**src/rtl/time_pkg.sv**
```systemverilog
// time_pkg: shared definitions for the time-setting controller and the
// calendar helpers it uses.
//   - FSM state codes (3 bits); the six SET states share their code with the
//     field being edited.
//   - FIELD_* codes driven on field_sel for the display blink.
//   - Power-on shadow date/time (2023-05-09 11:59:58, a Tuesday).
//   - Range limits for the time-of-day fields.
//   - is_leap / days_in_month calendar helpers (Gregorian rules).
package time_pkg;

  typedef logic [2:0] state_t;

  localparam state_t ST_RUN    = 3'd0;
  localparam state_t ST_YEAR   = 3'd1;
  localparam state_t ST_MON    = 3'd2;
  localparam state_t ST_DAY    = 3'd3;
  localparam state_t ST_HOUR   = 3'd4;
  localparam state_t ST_MIN    = 3'd5;
  localparam state_t ST_SEC    = 3'd6;
  localparam state_t ST_COMMIT = 3'd7;

  localparam logic [2:0] FIELD_NONE = 3'd0;
  localparam logic [2:0] FIELD_YEAR = 3'd1;
  localparam logic [2:0] FIELD_MON  = 3'd2;
  localparam logic [2:0] FIELD_DAY  = 3'd3;
  localparam logic [2:0] FIELD_HOUR = 3'd4;
  localparam logic [2:0] FIELD_MIN  = 3'd5;
  localparam logic [2:0] FIELD_SEC  = 3'd6;

  localparam logic [14:0] RST_YEAR  = 15'd2023;
  localparam logic [3:0]  RST_MONTH = 4'd5;
  localparam logic [4:0]  RST_DAY   = 5'd9;
  localparam logic [5:0]  RST_HOUR  = 6'd11;
  localparam logic [5:0]  RST_MIN   = 6'd59;
  localparam logic [5:0]  RST_SEC   = 6'd58;
  localparam logic [3:0]  RST_WEEK  = 4'd2;

  localparam logic [3:0] MONTH_MAX = 4'd12;
  localparam logic [5:0] HOUR_MAX  = 6'd23;
  localparam logic [5:0] MIN_MAX   = 6'd59;
  localparam logic [5:0] SEC_MAX   = 6'd59;

  function automatic logic is_leap(input logic [14:0] year);
    return ((year[1:0] == 2'b00) && ((year % 15'd100) != 15'd0)) ||
           ((year % 15'd400) == 15'd0);
  endfunction

  function automatic logic [4:0] days_in_month(input logic [3:0] month,
                                               input logic [14:0] year);
    case (month)
      4'd2:                    return is_leap(year) ? 5'd29 : 5'd28;
      4'd4, 4'd6, 4'd9, 4'd11: return 5'd30;
      default:                 return 5'd31;
    endcase
  endfunction

  // Blink code for a state: the edited field in SET states, none otherwise.
  function automatic logic [2:0] field_of(input state_t s);
    case (s)
      ST_YEAR: return FIELD_YEAR;
      ST_MON:  return FIELD_MON;
      ST_DAY:  return FIELD_DAY;
      ST_HOUR: return FIELD_HOUR;
      ST_MIN:  return FIELD_MIN;
      ST_SEC:  return FIELD_SEC;
      default: return FIELD_NONE;
    endcase
  endfunction

endpackage

```
**src/rtl/time_set_ctrl_day_of_week.sv**
```systemverilog
// day_of_week: combinational Gregorian weekday (Zeller's congruence).
//   year  in  15  calendar year (>= 1)
//   month in  4   1..12
//   day   in  5   1..31
//   week  out 4   1=Mon .. 7=Sun
// Uses the +5*J century term so every intermediate stays unsigned.
module day_of_week (
  input  logic [14:0] year,
  input  logic [3:0]  month,
  input  logic [4:0]  day,
  output logic [3:0]  week
);

  logic [14:0] y_adj;
  logic [3:0]  m_adj;
  logic [15:0] kk;
  logic [15:0] jj;
  logic [15:0] sum;
  logic [2:0]  h;

  always_comb begin
    // Jan/Feb count as months 13/14 of the previous year.
    if (month < 4'd3) begin
      y_adj = year - 15'd1;
      m_adj = month + 4'd12;
    end else begin
      y_adj = year;
      m_adj = month;
    end
    kk  = 16'(y_adj % 15'd100);
    jj  = 16'(y_adj / 15'd100);
    sum = 16'(day) + ((16'(m_adj) + 16'd1) * 16'd13) / 16'd5 +
          kk + (kk >> 2) + (jj >> 2) + jj * 16'd5;
    h   = 3'(sum % 16'd7);
    // Zeller gives 0=Sat, 1=Sun, 2=Mon ... 6=Fri.
    week = (h >= 3'd2) ? {1'b0, h - 3'd1} : {1'b0, h + 3'd6};
  end

endmodule

```
**src/rtl/time_set_ctrl.sv**
```systemverilog
// time_set_ctrl: button-driven editor for the calendar/clock datapath.
//   clk, rst                         clock, synchronous active-high reset
//   btn_mode/next/up/down            one-cycle debounced button pulses
//   cur_year..cur_sec                live time from the datapath
//   year_d..sec_d                    shadow time presented for loading
//   week_s                           weekday of the shadow date, 1=Mon..7=Sun
//   mode                             1=run, 0=load (held through COMMIT only)
//   field_sel                        field being edited (0 none, 1 yr .. 6 sec)
//   busy                             high whenever not in RUN
module time_set_ctrl
  import time_pkg::*;
#(
  parameter int CLK_HZ         = 100_000_000,
  parameter int TIMEOUT_CYCLES = 1_000_000_000,
  parameter int YEAR_MIN       = 1583,
  parameter int YEAR_MAX       = 9999
) (
  input  logic        clk,
  input  logic        rst,
  input  logic        btn_mode,
  input  logic        btn_next,
  input  logic        btn_up,
  input  logic        btn_down,
  input  logic [15:0] cur_year,
  input  logic [5:0]  cur_month,
  input  logic [10:0] cur_day,
  input  logic [10:0] cur_hour,
  input  logic [10:0] cur_min,
  input  logic [10:0] cur_sec,
  output logic [14:0] year_d,
  output logic [3:0]  month_d,
  output logic [4:0]  day_d,
  output logic [5:0]  hour_d,
  output logic [5:0]  min_d,
  output logic [5:0]  sec_d,
  output logic [3:0]  week_s,
  output logic [3:0]  mode,
  output logic [2:0]  field_sel,
  output logic        busy
);

  // Hold mode=0 for 1.125 s so the datapath sees at least one second tick.
  localparam int HOLD_CYCLES = CLK_HZ + CLK_HZ / 8;
  localparam int HOLD_W      = $clog2(HOLD_CYCLES + 1);
  localparam int IDLE_W      = $clog2(TIMEOUT_CYCLES + 1);
  localparam logic [HOLD_W-1:0] HOLD_LAST = HOLD_W'(HOLD_CYCLES - 1);
  localparam logic [IDLE_W-1:0] IDLE_LAST = IDLE_W'(TIMEOUT_CYCLES - 1);
  localparam logic [14:0] Y_MIN = 15'(YEAR_MIN);
  localparam logic [14:0] Y_MAX = 15'(YEAR_MAX);

  state_t            state, state_n;
  logic [IDLE_W-1:0] idle_cnt, idle_n;
  logic [HOLD_W-1:0] hold_cnt, hold_n;
  logic [14:0]       year_n;
  logic [3:0]        month_n, week_n;
  logic [4:0]        day_n, dim_cur, dim_new;
  logic [5:0]        hour_n, min_n, sec_n;
  logic              inc, dec, any_btn;

  // Upper bits of the live-time buses are dropped on load by design.
  logic unused_cur_bits;
  assign unused_cur_bits = ^{cur_year[15], cur_month[5:4], cur_day[10:5],
                             cur_hour[10:6], cur_min[10:6], cur_sec[10:6]};

  function automatic logic [14:0] clamp_year(input logic [14:0] y);
    if (y < Y_MIN)      return Y_MIN;
    else if (y > Y_MAX) return Y_MAX;
    else                return y;
  endfunction

  always_comb begin
    // NOTE: every signal written here gets a default first, so no path can infer a latch.
    state_n = state;
    idle_n  = idle_cnt;
    hold_n  = hold_cnt;
    year_n  = year_d;
    month_n = month_d;
    day_n   = day_d;
    hour_n  = hour_d;
    min_n   = min_d;
    sec_n   = sec_d;
    dim_new = 5'd31;
    inc     = btn_up & ~btn_down;
    dec     = btn_down & ~btn_up;
    any_btn = btn_mode | btn_next | btn_up | btn_down;
    dim_cur = days_in_month(month_d, year_d);

    case (state)
      ST_RUN: begin
        idle_n = '0;
        hold_n = '0;
        if (btn_mode) begin
          year_n  = clamp_year(cur_year[14:0]);
          month_n = cur_month[3:0];
          day_n   = cur_day[4:0];
          hour_n  = cur_hour[5:0];
          min_n   = cur_min[5:0];
          sec_n   = cur_sec[5:0];
          state_n = ST_YEAR;
        end
      end

      ST_COMMIT: begin
        if (hold_cnt == HOLD_LAST) begin
          hold_n  = '0;
          state_n = ST_RUN;
        end else begin
          hold_n = hold_cnt + HOLD_W'(1);
        end
      end

      default: begin
        idle_n = any_btn ? '0 : idle_cnt + IDLE_W'(1);
        if (btn_mode) begin
          hold_n  = '0;
          state_n = ST_COMMIT;
        end else if (btn_next) begin
          state_n = (state == ST_SEC) ? ST_YEAR : state + 3'd1;
        end else if (inc | dec) begin
          case (state)
            ST_YEAR: begin
              if (inc) year_n = (year_d >= Y_MAX) ? Y_MIN : year_d + 15'd1;
              else     year_n = (year_d <= Y_MIN) ? Y_MAX : year_d - 15'd1;
              // Day must stay legal for the new year (Feb 29 -> 28).
              dim_new = days_in_month(month_d, year_n);
              if (day_d > dim_new) day_n = dim_new;
            end
            ST_MON: begin
              if (inc) month_n = (month_d >= MONTH_MAX) ? 4'd1 : month_d + 4'd1;
              else     month_n = (month_d <= 4'd1 || month_d > MONTH_MAX) ?
                                 MONTH_MAX : month_d - 4'd1;
              dim_new = days_in_month(month_n, year_d);
              if (day_d > dim_new) day_n = dim_new;
            end
            ST_DAY: begin
              if (inc) day_n = (day_d >= dim_cur) ? 5'd1 : day_d + 5'd1;
              else     day_n = (day_d <= 5'd1 || day_d > dim_cur) ? dim_cur : day_d - 5'd1;
            end
            ST_HOUR: begin
              if (inc) hour_n = (hour_d >= HOUR_MAX) ? 6'd0 : hour_d + 6'd1;
              else     hour_n = (hour_d == 6'd0 || hour_d > HOUR_MAX) ? HOUR_MAX : hour_d - 6'd1;
            end
            ST_MIN: begin
              if (inc) min_n = (min_d >= MIN_MAX) ? 6'd0 : min_d + 6'd1;
              else     min_n = (min_d == 6'd0 || min_d > MIN_MAX) ? MIN_MAX : min_d - 6'd1;
            end
            default: begin
              if (inc) sec_n = (sec_d >= SEC_MAX) ? 6'd0 : sec_d + 6'd1;
              else     sec_n = (sec_d == 6'd0 || sec_d > SEC_MAX) ? SEC_MAX : sec_d - 6'd1;
            end
          endcase
        end else if (!any_btn && idle_cnt == IDLE_LAST) begin
          // Abandon the edit; shadow keeps whatever was typed.
          idle_n  = '0;
          state_n = ST_RUN;
        end
      end
    endcase
  end

  // Weekday follows the next shadow value so it lands in the same cycle.
  day_of_week u_dow (
    .year  (year_n),
    .month (month_n),
    .day   (day_n),
    .week  (week_n)
  );

  always_ff @(posedge clk) begin
    // NOTE: registered state uses non-blocking assignments so every flop samples pre-edge values.
    if (rst) begin
      state     <= ST_RUN;
      idle_cnt  <= '0;
      hold_cnt  <= '0;
      year_d    <= RST_YEAR;
      month_d   <= RST_MONTH;
      day_d     <= RST_DAY;
      hour_d    <= RST_HOUR;
      min_d     <= RST_MIN;
      sec_d     <= RST_SEC;
      week_s    <= RST_WEEK;
      mode      <= 4'd1;
      field_sel <= FIELD_NONE;
      busy      <= 1'b0;
    end else begin
      state     <= state_n;
      idle_cnt  <= idle_n;
      hold_cnt  <= hold_n;
      year_d    <= year_n;
      month_d   <= month_n;
      day_d     <= day_n;
      hour_d    <= hour_n;
      min_d     <= min_n;
      sec_d     <= sec_n;
      week_s    <= week_n;
      mode      <= (state_n == ST_COMMIT) ? 4'd0 : 4'd1;
      field_sel <= field_of(state_n);
      busy      <= (state_n != ST_RUN);
    end
  end

endmodule

```
**config.mk**
```make
export PLATFORM = sky130hd
export DESIGN_NAME = time_set_ctrl
export DESIGN_NICKNAME = d
export VERILOG_FILES = /design/src/rtl/time_pkg.sv /design/src/rtl/time_set_ctrl_day_of_week.sv /design/src/rtl/time_set_ctrl.sv
export SDC_FILE = /design/constraint.sdc
export NUM_CORES = 1
export LEC_CHECK = 0
export ABC_CLOCK_PERIOD_IN_PS = 27100
export CAP_MARGIN = 0
export CORE_ASPECT_RATIO = 1.1
export CORE_MARGIN = 1.5
export CORE_UTILIZATION = 30
export CTS_BUF_LIST = sky130_fd_sc_hd__clkbuf_4
export CTS_CLUSTER_SIZE = 24
export DETAILED_ROUTE_END_ITERATION = 8
export PLACE_DENSITY = 0.43
export SLEW_MARGIN = 20
export SYNTH_ARGS = -nofsm -noshare
export SYNTH_HDL_FRONTEND = slang
export SYNTH_HIERARCHICAL = 1
export SYNTH_SLANG_ARGS = --single-unit
```
**constraint.sdc**
```tcl
create_clock -name clk -period 27.1 [get_ports clk]
set_input_delay 5.42 -clock clk [delete_from_list [all_inputs] [get_ports clk]]
set_output_delay 5.42 -clock clk [all_outputs]
set_load 0.01 [all_outputs]
```
# == Word level (Yosys, flattened, before mapping) ==
# Index checks and enable logic that the tools add are counted.
# word_totals
wordCells,245
output_inout_bits,54
reg_bits,114
inputBits,72
# classes
n_reduce_logical,33
addsub,25
muxes,105
eq_ne,30
magnitude_cmp,20
n_mul,2
bitwise_logic,9
div,8
# op_table
op,n
$mux W15,16
$mux W30,5
$mux W6,24
$mux W5,19
$pmux W30 S2,1
$mux W4,14
$mux W27,2
$pmux W27 S2,1
$pmux W6 S2,3
$add A16 B14 Y16,2
$add A16 B16 Y16,2
$add A30 B1 Y30 const B,1
$eq A30 B30 Y1 const B,1
$logic_not A15 Y1,2
$mod A15 B7 Y15 const B,2
$mod A15 B9 Y15 const B,2
$pmux W15 S2,1
$reduce_bool A15 Y1,2
$sub A15 B1 Y15 const B,2
$add A27 B1 Y27 const B,1
$eq A27 B27 Y1 const B,1
$eq A3 B3 Y1 const B,8
$mux W3,8
$add A6 B1 Y6 const B,3
63 further kinds,109

# == Longest topological paths before layout ==
# Gate-level depths: netlist of the first run.
# logic_depth
word_depth,34
depth_mapped,91
ltp_nobuf,81

# == Modules after synthesis ==
# Netlist of the first run, hierarchy kept.
# modules_own_cells
module,n_inst,cells_each,area_per_inst_um2,seq_area_each_um2
time_set_ctrl,1,1679,11803.8,2222.1
day_of_week,1,897,6805.3,0.0

# == Least setup slack after synthesis of the first run ==
# Ideal clock, no wire load.
# synth_path
path_kind,input -> register
start,in btn_down
end,reg week_s[1]
setup_time_ns,0.123
path_buffers,7
path_slack_ns,3.255
stages,76
arrival_time_ns,23.721
required_ns,26.977
cell_sequence,inv_1 -> ha_1 -> nor3_1 -> o21ai_0 -> nor2_1 -> o21bai_1 -> a222oi_1 -> inv_1 -> ha_1 -> a21bo_1 -> or3_1 -> clkbuf_1 -> clkbuf_1 -> nor4_1 -> or2_2 -> clkbuf_1 -> nor2_1 -> o21ai_0 -> (+40 left out) -> o31ai_1 -> a2111oi_0 -> or4b_1 -> o311ai_1 -> nand2b_1 -> o211ai_1 -> o21ai_0 -> ha_1 -> a221oi_1 -> xnor2_1 -> ha_1 -> inv_1 -> o21ba_2 -> xor2_1 -> ha_1 -> nor2_1 -> a21o_1 -> or2_2
# synth_via
word_cells_on_any_way,83
cone_classes,add/sub: 10; mul: 2; div: 6; order compare: 4; eq/ne: 5; mux: 46; bitwise: 4; reduce/logical: 6
# synth_lines
element,line_no,source
start: declaration,time_set_ctrl.sv:23,"input logic btn_down,"
$not A1 Y1,time_set_ctrl.sv:83,inc = btn_up & ~btn_down;
$and A1 B1 Y1,time_set_ctrl.sv:83,
$mux W4,time_set_ctrl.sv:129,if (inc) month_n = (month_d >= MONTH_MAX) ? 4'd1 : month_d + 4'd1;
$mux W4,time_set_ctrl.sv:120,case (state)
$mux W4,time_set_ctrl.sv:119,end else if (inc | dec) begin
$mux W4,time_set_ctrl.sv:117,end else if (btn_next) begin
$mux W4,time_set_ctrl.sv:114,if (btn_mode) begin
$mux W4,time_set_ctrl.sv:88,case (state)
(+5 left out),-,
net month_n[0],time_set_ctrl.sv:55,"logic [3:0] month_n, week_n;"
(+5 left out),-,
$add A5 B16 Y16,time_set_ctrl_day_of_week.sv:32,sum = 16'(day) + ((16'(m_adj) + 16'd1) * 16'd13) / 16'd5 +
$add A16 B16 Y16,time_set_ctrl_day_of_week.sv:32,
$add A16 B14 Y16 (2 in a row),time_set_ctrl_day_of_week.sv:33,kk + (kk >> 2) + (jj >> 2) + jj * 16'd5;
$add A16 B16 Y16 *,time_set_ctrl_day_of_week.sv:33,
$mod A16 B3 Y16 *,time_set_ctrl_day_of_week.sv:34,h = 3'(sum % 16'd7);
"$add A3 B3 Y3, or another cell as far along",time_set_ctrl_day_of_week.sv:36,"week = (h >= 3'd2) ? {1'b0, h - 3'd1} : {1'b0, h + 3'd6};"
$mux W3 *,time_set_ctrl_day_of_week.sv:36,
net week_n[1],time_set_ctrl.sv:55,
end signal: assignment,time_set_ctrl.sv:195,week_s <= week_n;
end: declaration,time_set_ctrl.sv:36,"output logic [3:0] week_s,"
# The timed path passes the listed nets; every way through them passes the cells marked *. The select of a mux whose other input is x is not followed.
# A chain may end at the register's enable or synchronous reset.

# == Worst setup path after layout of the first run ==
# layout_path
start,in btn_down
end,reg week_s[2]
# Same word-level chain as after synthesis.

==> results of run 1 <==
flip-flops by register name (all words and copies together) (netlist names), 5 cells and up:
name,cells
idle_cnt,30
hold_cnt,27
year_d,15
hour_d,6
min_d,6
sec_d,6
day_d,5
final timing paths:
path / cells past startpoint / to / slack (ns)
max: 75 / week_s[2]$_SDFF_PP0_ / 1.82
min: 1 / idle_cnt[25]$_SDFFE_PP0N_ / 0.50
max reg2reg: 74 / week_s[2]$_SDFF_PP0_ / 6.24
min reg2reg: 1 / idle_cnt[25]$_SDFFE_PP0N_ / 0.50
worst register-to-register path: cells and delay by family (launching register included):
kind,cells,cell delay (ns)
XOR/XNOR,6,1.52
multiplexers,4,1.29
AND/OR/NAND/NOR,16,4.82
buffers and inverters,12,1.61
adder cells (fa/ha/maj),11,3.93
AO/OA/AOI/OAI,25,7.15
flip-flops,1,0.49
layout make-up:
cell class / count / area [um^2] / share of cell area
Clock buffer: 9 / 67.6 / 0.00327
Tap cell: 824 / 1030 / 0.0499
Antenna cell: 1 / 2.50 / 0.000121
Multi-Input combinational cell: 2200 / 15300 / 0.743
Sequential cell: 111 / 2220 / 0.108
Clock inverter: 7 / 93.8 / 0.00454
Timing Repair Buffer: 154 / 1400 / 0.0676
Inverter: 134 / 505 / 0.0245
kinds of logic (layout without fill, tap and decap cells):
family	after synthesis	in the layout	synth area share
simple gates	968	968	0.273
other cells	3	22	0.000605
buf+inv	283	304	0.0638
fa+ha+maj	143	143	0.111
mux	34	34	0.0196
flops	111	111	0.119
compound gates	917	917	0.354
xor+xnor	117	117	0.0588
repair_timing:
item,CTS,global route
buffers inserted,0,2
gates resized for setup,0,10
setup endpoints to repair,0,3
Yosys cell counts (13+ instances only):
cell / number / area (um^2)
o21ai_0: 181 / 906
mux2i_1: 20 / 200
nor3b_1: 13 / 97.6
o21a_1: 21 / 158
o221ai_1: 20 / 175
nand2b_1: 35 / 219
o31ai_1: 21 / 158
dfxtp_1: 111 / 2220
o22ai_1: 23 / 144
a31oi_1: 46 / 288
or3_1: 20 / 125
a311oi_1: 20 / 175
o211ai_1: 52 / 390
nand3_1: 85 / 425
clkbuf_1: 96 / 360
nor4_1: 29 / 181
and2_1: 40 / 250
nor2b_1: 20 / 125
a22oi_1: 27 / 203
ha_1: 100 / 1250
o21ai_1: 16 / 80.1
a21o_1: 27 / 203
a21oi_1: 184 / 921
xnor2_1: 75 / 657
nand3b_1: 16 / 120
nand4_1: 31 / 194
nor2_1: 239 / 897
fa_1: 39 / 781
buf_2: 23 / 115
nand2_1: 213 / 800
xor2_1: 35 / 307
or2_2: 18 / 113
inv_1: 126 / 473
and3_1: 54 / 338
a211oi_1: 39 / 293
nor3_1: 68 / 340
through the flow:
stage,setup WS [ns],utilization,cells
2_1_floorplan,3.26,-,2594
3_3_place_gp,0.820,0.334,3421
3_5_place_dp,0.664,0.334,3421
4_1_cts,1.18,0.336,3437
5_1_grt,0.0708,0.338,3440
6_report,1.82,0.338,3440
metal layers:
metal	share of wire	up-vias	global-route usage	wire length [um]
li1	-	9774	-	-
met1	0.46	9434	0.252	28500
met2	0.49	395	0.333	30400
met3	0.037	53	0.0184	2270
met4	0.017	0	0.0466	1040
met5	0	-	0	0
placed cells by master, fill, tap and decap left out, types with 39 or more instances in the layout:
master,netlist,layout
fa_1,39,39
a31oi_1,46,46
and2_1,40,40
and3_1,54,53
buf_4,11,56
inv_1,126,126
nor3_1,68,68
ha_1,100,99
nand3_1,85,85
dfxtp_1,111,111
nor2_1,239,239
o21ai_0,181,180
clkdlybuf4s50_1,0,97
a21oi_1,184,184
xnor2_1,75,74
o211ai_1,52,52
nand2_1,213,213
a211oi_1,39,39
==> reports/metrics.cfg, run 1 <==
[run_status]
status=finished, final reports clean

[sta]
skew_ns=0.0417
min_period_over_period=0.933
slew_headroom=0.267
fmax_mhz=39.6
min_period_ns=25.28
fin_setup_tns_ns=0
finalSetupViolCount=0
hold_violations=0
slew_viol_final=0
tightest_slew_ns=1.09
timing.hold.ws_ns=0.501
rsz0062_at_grt=no

[clock_network]
clk_path_buf_depth=2
cts_tree=done
cts_buffers=9
cts_hold_buf=0
worst_skew_pair.late_latency_ns=0.54
clkSinkCount=111
clockRootBuffer=clkbuf_4
path_clk_slew_ns=0.23
htree_levels=3

[critical_path]
startpoint=btn_down
max_stage_delay_ns=0.74
critPathTopFamily=compound AO/OA/AOI/OAI gates
cp-end-kind=flop
path_buf_inv=13
cp-start-kind=input pin
worstPathRequired_ns=27.60
crit_type=input pin to flop
cpMostUsedCell=inv_1
cp_slowest_cell=o311ai_0
worstPathMaxFanout=10
worstPathArrival_ns=25.78
timing.rr.start=state[1]$_SDFF_PP0_

[flow_run]
cap_violations=0

[yosys]
synth_cell_type_count=145
synth-seq-area-share=0.119
syn_area_per_cell_um2=7.22
synth-edff-count=0
ys.warnings.count=6
synth-seq-cells=111
synthArstFlopShare=0
syn_inst=2576
synth_ff_type=dfxtp_1
syn_area_um2=18600

[drt]
drtAntennaViolNets=0
dr.pass1.iters=6
drt_iter0_drc=1158
viasPerCell=5.71
routed_wirelength_um=62200
vias=19700
drc=0
wl_per_cell_um=18.1

[grt]
grt_antenna_before_repair=1
overflow=0
grt_pass1_vias=18600
track_usage=0.192
grt_max_degree=53
grt_first_pass_wirelength_um=101000

[place]
gp_congestion=0.879
dp_hpwl_um=48700
post_dp_cell_area_um2=20400
numPortBuffers=98

[cells_and_area]
layout-drive-gt1-share=0.0880
fill_cells=6528
syn2layout_area_growth_pct=11.0
postLayoutCellArea_um2=20700
nets=2821

[die]
fp.dieH_um=264
die_area_um2=63500
start_util=0.304
dieWidth_um=240
io_pins=126
core.rowCount=95
coreArea_um2=61200

[min_path]
min_path_type=flop to flop
min_from=idle_cnt[25]$_SDFFE_PP0N_

Power of run 1 is not shown: default switching activity piles up to over one toggle a cycle in this logic, so the estimate is an artifact.
==> run 2, diff against run 1 <==
--- a/config.mk
+++ b/config.mk
@@ -5,7 +5,7 @@
 export SDC_FILE = /design/constraint.sdc
 export NUM_CORES = 1
 export LEC_CHECK = 0
-export ABC_CLOCK_PERIOD_IN_PS = 27100
+export ABC_CLOCK_PERIOD_IN_PS = 31200
 export CAP_MARGIN = 0
 export CORE_ASPECT_RATIO = 1.1
 export CORE_MARGIN = 1.5
==> constraint.sdc (replaced) <==
create_clock -name clk -period 31.2 [get_ports clk]
set_input_delay 6.24 -clock clk [delete_from_list [all_inputs] [get_ports clk]]
set_output_delay 6.24 -clock clk [all_outputs]
set_load 0.01 [all_outputs]
==> run 2 against run 1 <==
Via count increased by 0.43%. Non-clock buffer count decreased by 28. Final area decreased by 1.2%. Critical path depth decreased by 2. Global-route usage decreased by 0.15 points. Clock skew decreased by 0.0066 ns. First-iteration DRC count increased by 10%. Routed wire length decreased by 0.44%. Sequential cell count unchanged. Highest routed layer unchanged.
==> reports/metrics.cfg, run 2 (synthesized netlist as in run 1, its figures left out) <==
[run_status]
status=finished, final reports clean  ; unchanged

[drt]
wl_met3_um=2510  ; was 2270 um
drtAntennaViolNets=0  ; unchanged
wl_per_cell_um=18.2  ; was 18.1 um
drt_iter0_drc=1277  ; was 1158
routed_wirelength_um=61900  ; was 62200 um
viasPerCell=5.79  ; was 5.71
dr.pass1.iters=6  ; unchanged
drc=0  ; unchanged
vias=19700  ; about the same
met1Wirelength_um=28100  ; was 28500 um
wl_met2_um=30300  ; was 30400 um
top_layer_used=met4  ; unchanged

[sta]
min_period_ns=28.25
layout_setup_ws_ns=2.95  ; was 1.82 ns
hold_violations=0  ; unchanged
skew_ns=0.0350  ; was 0.0417 ns
fin_setup_tns_ns=0  ; unchanged
fmax_mhz=35.4
slew_viol_final=0  ; unchanged
min_period_over_period=0.906
rsz0062_at_grt=no  ; unchanged
slew_headroom=0.224  ; was 0.267
finalSetupViolCount=0  ; unchanged
tightest_slew_ns=1.15  ; was 1.09 ns

[critical_path]
crit_end=week_s[1]$_SDFF_PP1_  ; was week_s[2]$_SDFF_PP0_
cp_slowest_cell=nor3_1  ; was o311ai_0
r2r_slack_ns=8.18  ; was 6.24 ns
worstPathMaxFanout=9  ; was 10
cpMostUsedCell=inv_1  ; unchanged
max_stage_delay_ns=0.67  ; was 0.74 ns
cp-end-kind=flop  ; unchanged
startpoint=btn_down  ; unchanged
r2r_end=week_s[1]$_SDFF_PP1_  ; was week_s[2]$_SDFF_PP0_
cp-start-kind=input pin  ; unchanged
timing.rr.start=year_d[0]$_SDFF_PP1_  ; was state[1]$_SDFF_PP0_
crit_type=input pin to flop  ; unchanged
reg2regPathDepth=72  ; was 74
worstPathRequired_ns=31.65  ; was 27.60 ns
worstPathArrival_ns=28.70  ; was 25.78 ns

[cells_and_area]
seq_area_um2=2220  ; unchanged
layout_commonest_cell=nor2_1  ; unchanged
final_cell_mix=239 x nor2_1, 213 x nand2_1, 184 x a21oi_1  ; unchanged
syn2layout_area_growth_pct=9.66  ; was 11.0%
fill_cells=6621  ; was 6528
reg_top3=idle_cnt x30, hold_cnt x27, year_d x15  ; unchanged
largest-register=idle_cnt  ; unchanged
nets=2793  ; was 2821
final_util=0.333  ; was 0.338
largest_reg_flops=30  ; unchanged
multi_input_comb_area_um2=15300  ; about the same
postLayoutCellArea_um2=20400  ; was 20700 um^2
layout-drive-gt1-share=0.0765  ; was 0.0880

[place]
gp_congestion=0.879  ; about the same
post_dp_cell_area_um2=20200  ; was 20400 um^2
dp_hpwl_um=47900  ; was 48700 um
numPortBuffers=98  ; unchanged
post-place-ws_ns=2.66  ; was 0.664 ns

[grt]
grt_first_pass_wirelength_um=99800  ; was 101000 um
overflow=0  ; unchanged
grt_max_degree=58  ; was 53
track_usage=0.190  ; was 0.192
grt_antenna_before_repair=1  ; unchanged
grt_pass1_vias=18500  ; was 18600

[clock_network]
cts_buffers=9  ; unchanged
cts_resized=0  ; unchanged
htree_levels=3  ; unchanged
clkSinkCount=111  ; unchanged
worst_skew_pair.late_latency_ns=0.52  ; was 0.54 ns
clk_path_buf_depth=2  ; unchanged
cts_hold_buf=0  ; unchanged
path_clk_slew_ns=0.21  ; was 0.23 ns
clockRootBuffer=clkbuf_4  ; unchanged
post_cts_buffers=0  ; unchanged
cts_tree=done  ; unchanged

[flow_run]
cap_violations=0  ; unchanged

[die]
coreArea_um2=61200  ; unchanged
fp.dieH_um=264  ; unchanged
io_pins=126  ; unchanged
start_util=0.304  ; unchanged
core.rowCount=95  ; unchanged
dieWidth_um=240  ; unchanged
die_area_um2=63500  ; unchanged

[min_path]
min_path_type=flop to flop  ; unchanged

-- run 2: critical path, delay by kind of cell --
kind | cells | cell delay, ns
AOI/OAI and AO/OA | 28 | 9.30
and+or+nand+nor | 17 | 5.84
xor gates and xnor gates | 4 | 1.16
adders and majority gates | 10 | 3.56
buffers and inverters | 12 | 2.00
muxes | 2 | 0.56
-- run 2: metrics by stage --
stage               hold WS [ns]  cells
finish                     0.504   3412
global route               0.540   3412
CTS                        0.507   3411
detailed placement         0.476   3395
global placement           0.465   3395
floorplan                  0.441   2594
-- run 2: worst min path at each step --
| stage | cells past startpoint | startpoint | end |
|---|---|---|---|
| after floorplan | 1 | hold_cnt[12]$_SDFFE_PP0P_ | hold_cnt[12]$_SDFFE_PP0P_ |
| after global placement | 1 | idle_cnt[25]$_SDFFE_PP0N_ | idle_cnt[25]$_SDFFE_PP0N_ |
| after detailed placement | 1 | idle_cnt[29]$_SDFFE_PP0N_ | idle_cnt[29]$_SDFFE_PP0N_ |
| after CTS | 1 | idle_cnt[29]$_SDFFE_PP0N_ | idle_cnt[29]$_SDFFE_PP0N_ |
| after global routing | 2 | idle_cnt[4]$_SDFFE_PP0N_ | idle_cnt[4]$_SDFFE_PP0N_ |
| final | 2 | idle_cnt[6]$_SDFFE_PP0N_ | idle_cnt[6]$_SDFFE_PP0N_ |
-- run 2: final cells by class --
class,count,share of cell area
sequential,111,0.109
inverter,134,0.0248
tap,824,0.0505
antenna,1,0.000123
multi-input combinational,2200,0.750
clock inverter,7,0.00460
timing repair buffer,126,0.0581
clock buffer,9,0.00331
-- run 2: metal layers --
layer  track usage  up-vias
li1              -     9716
met1         0.254     9514
met2         0.329      459
met3        0.0179       52
met4        0.0393        0
met5             0        -
Power of run 2 is left out for the same reason.
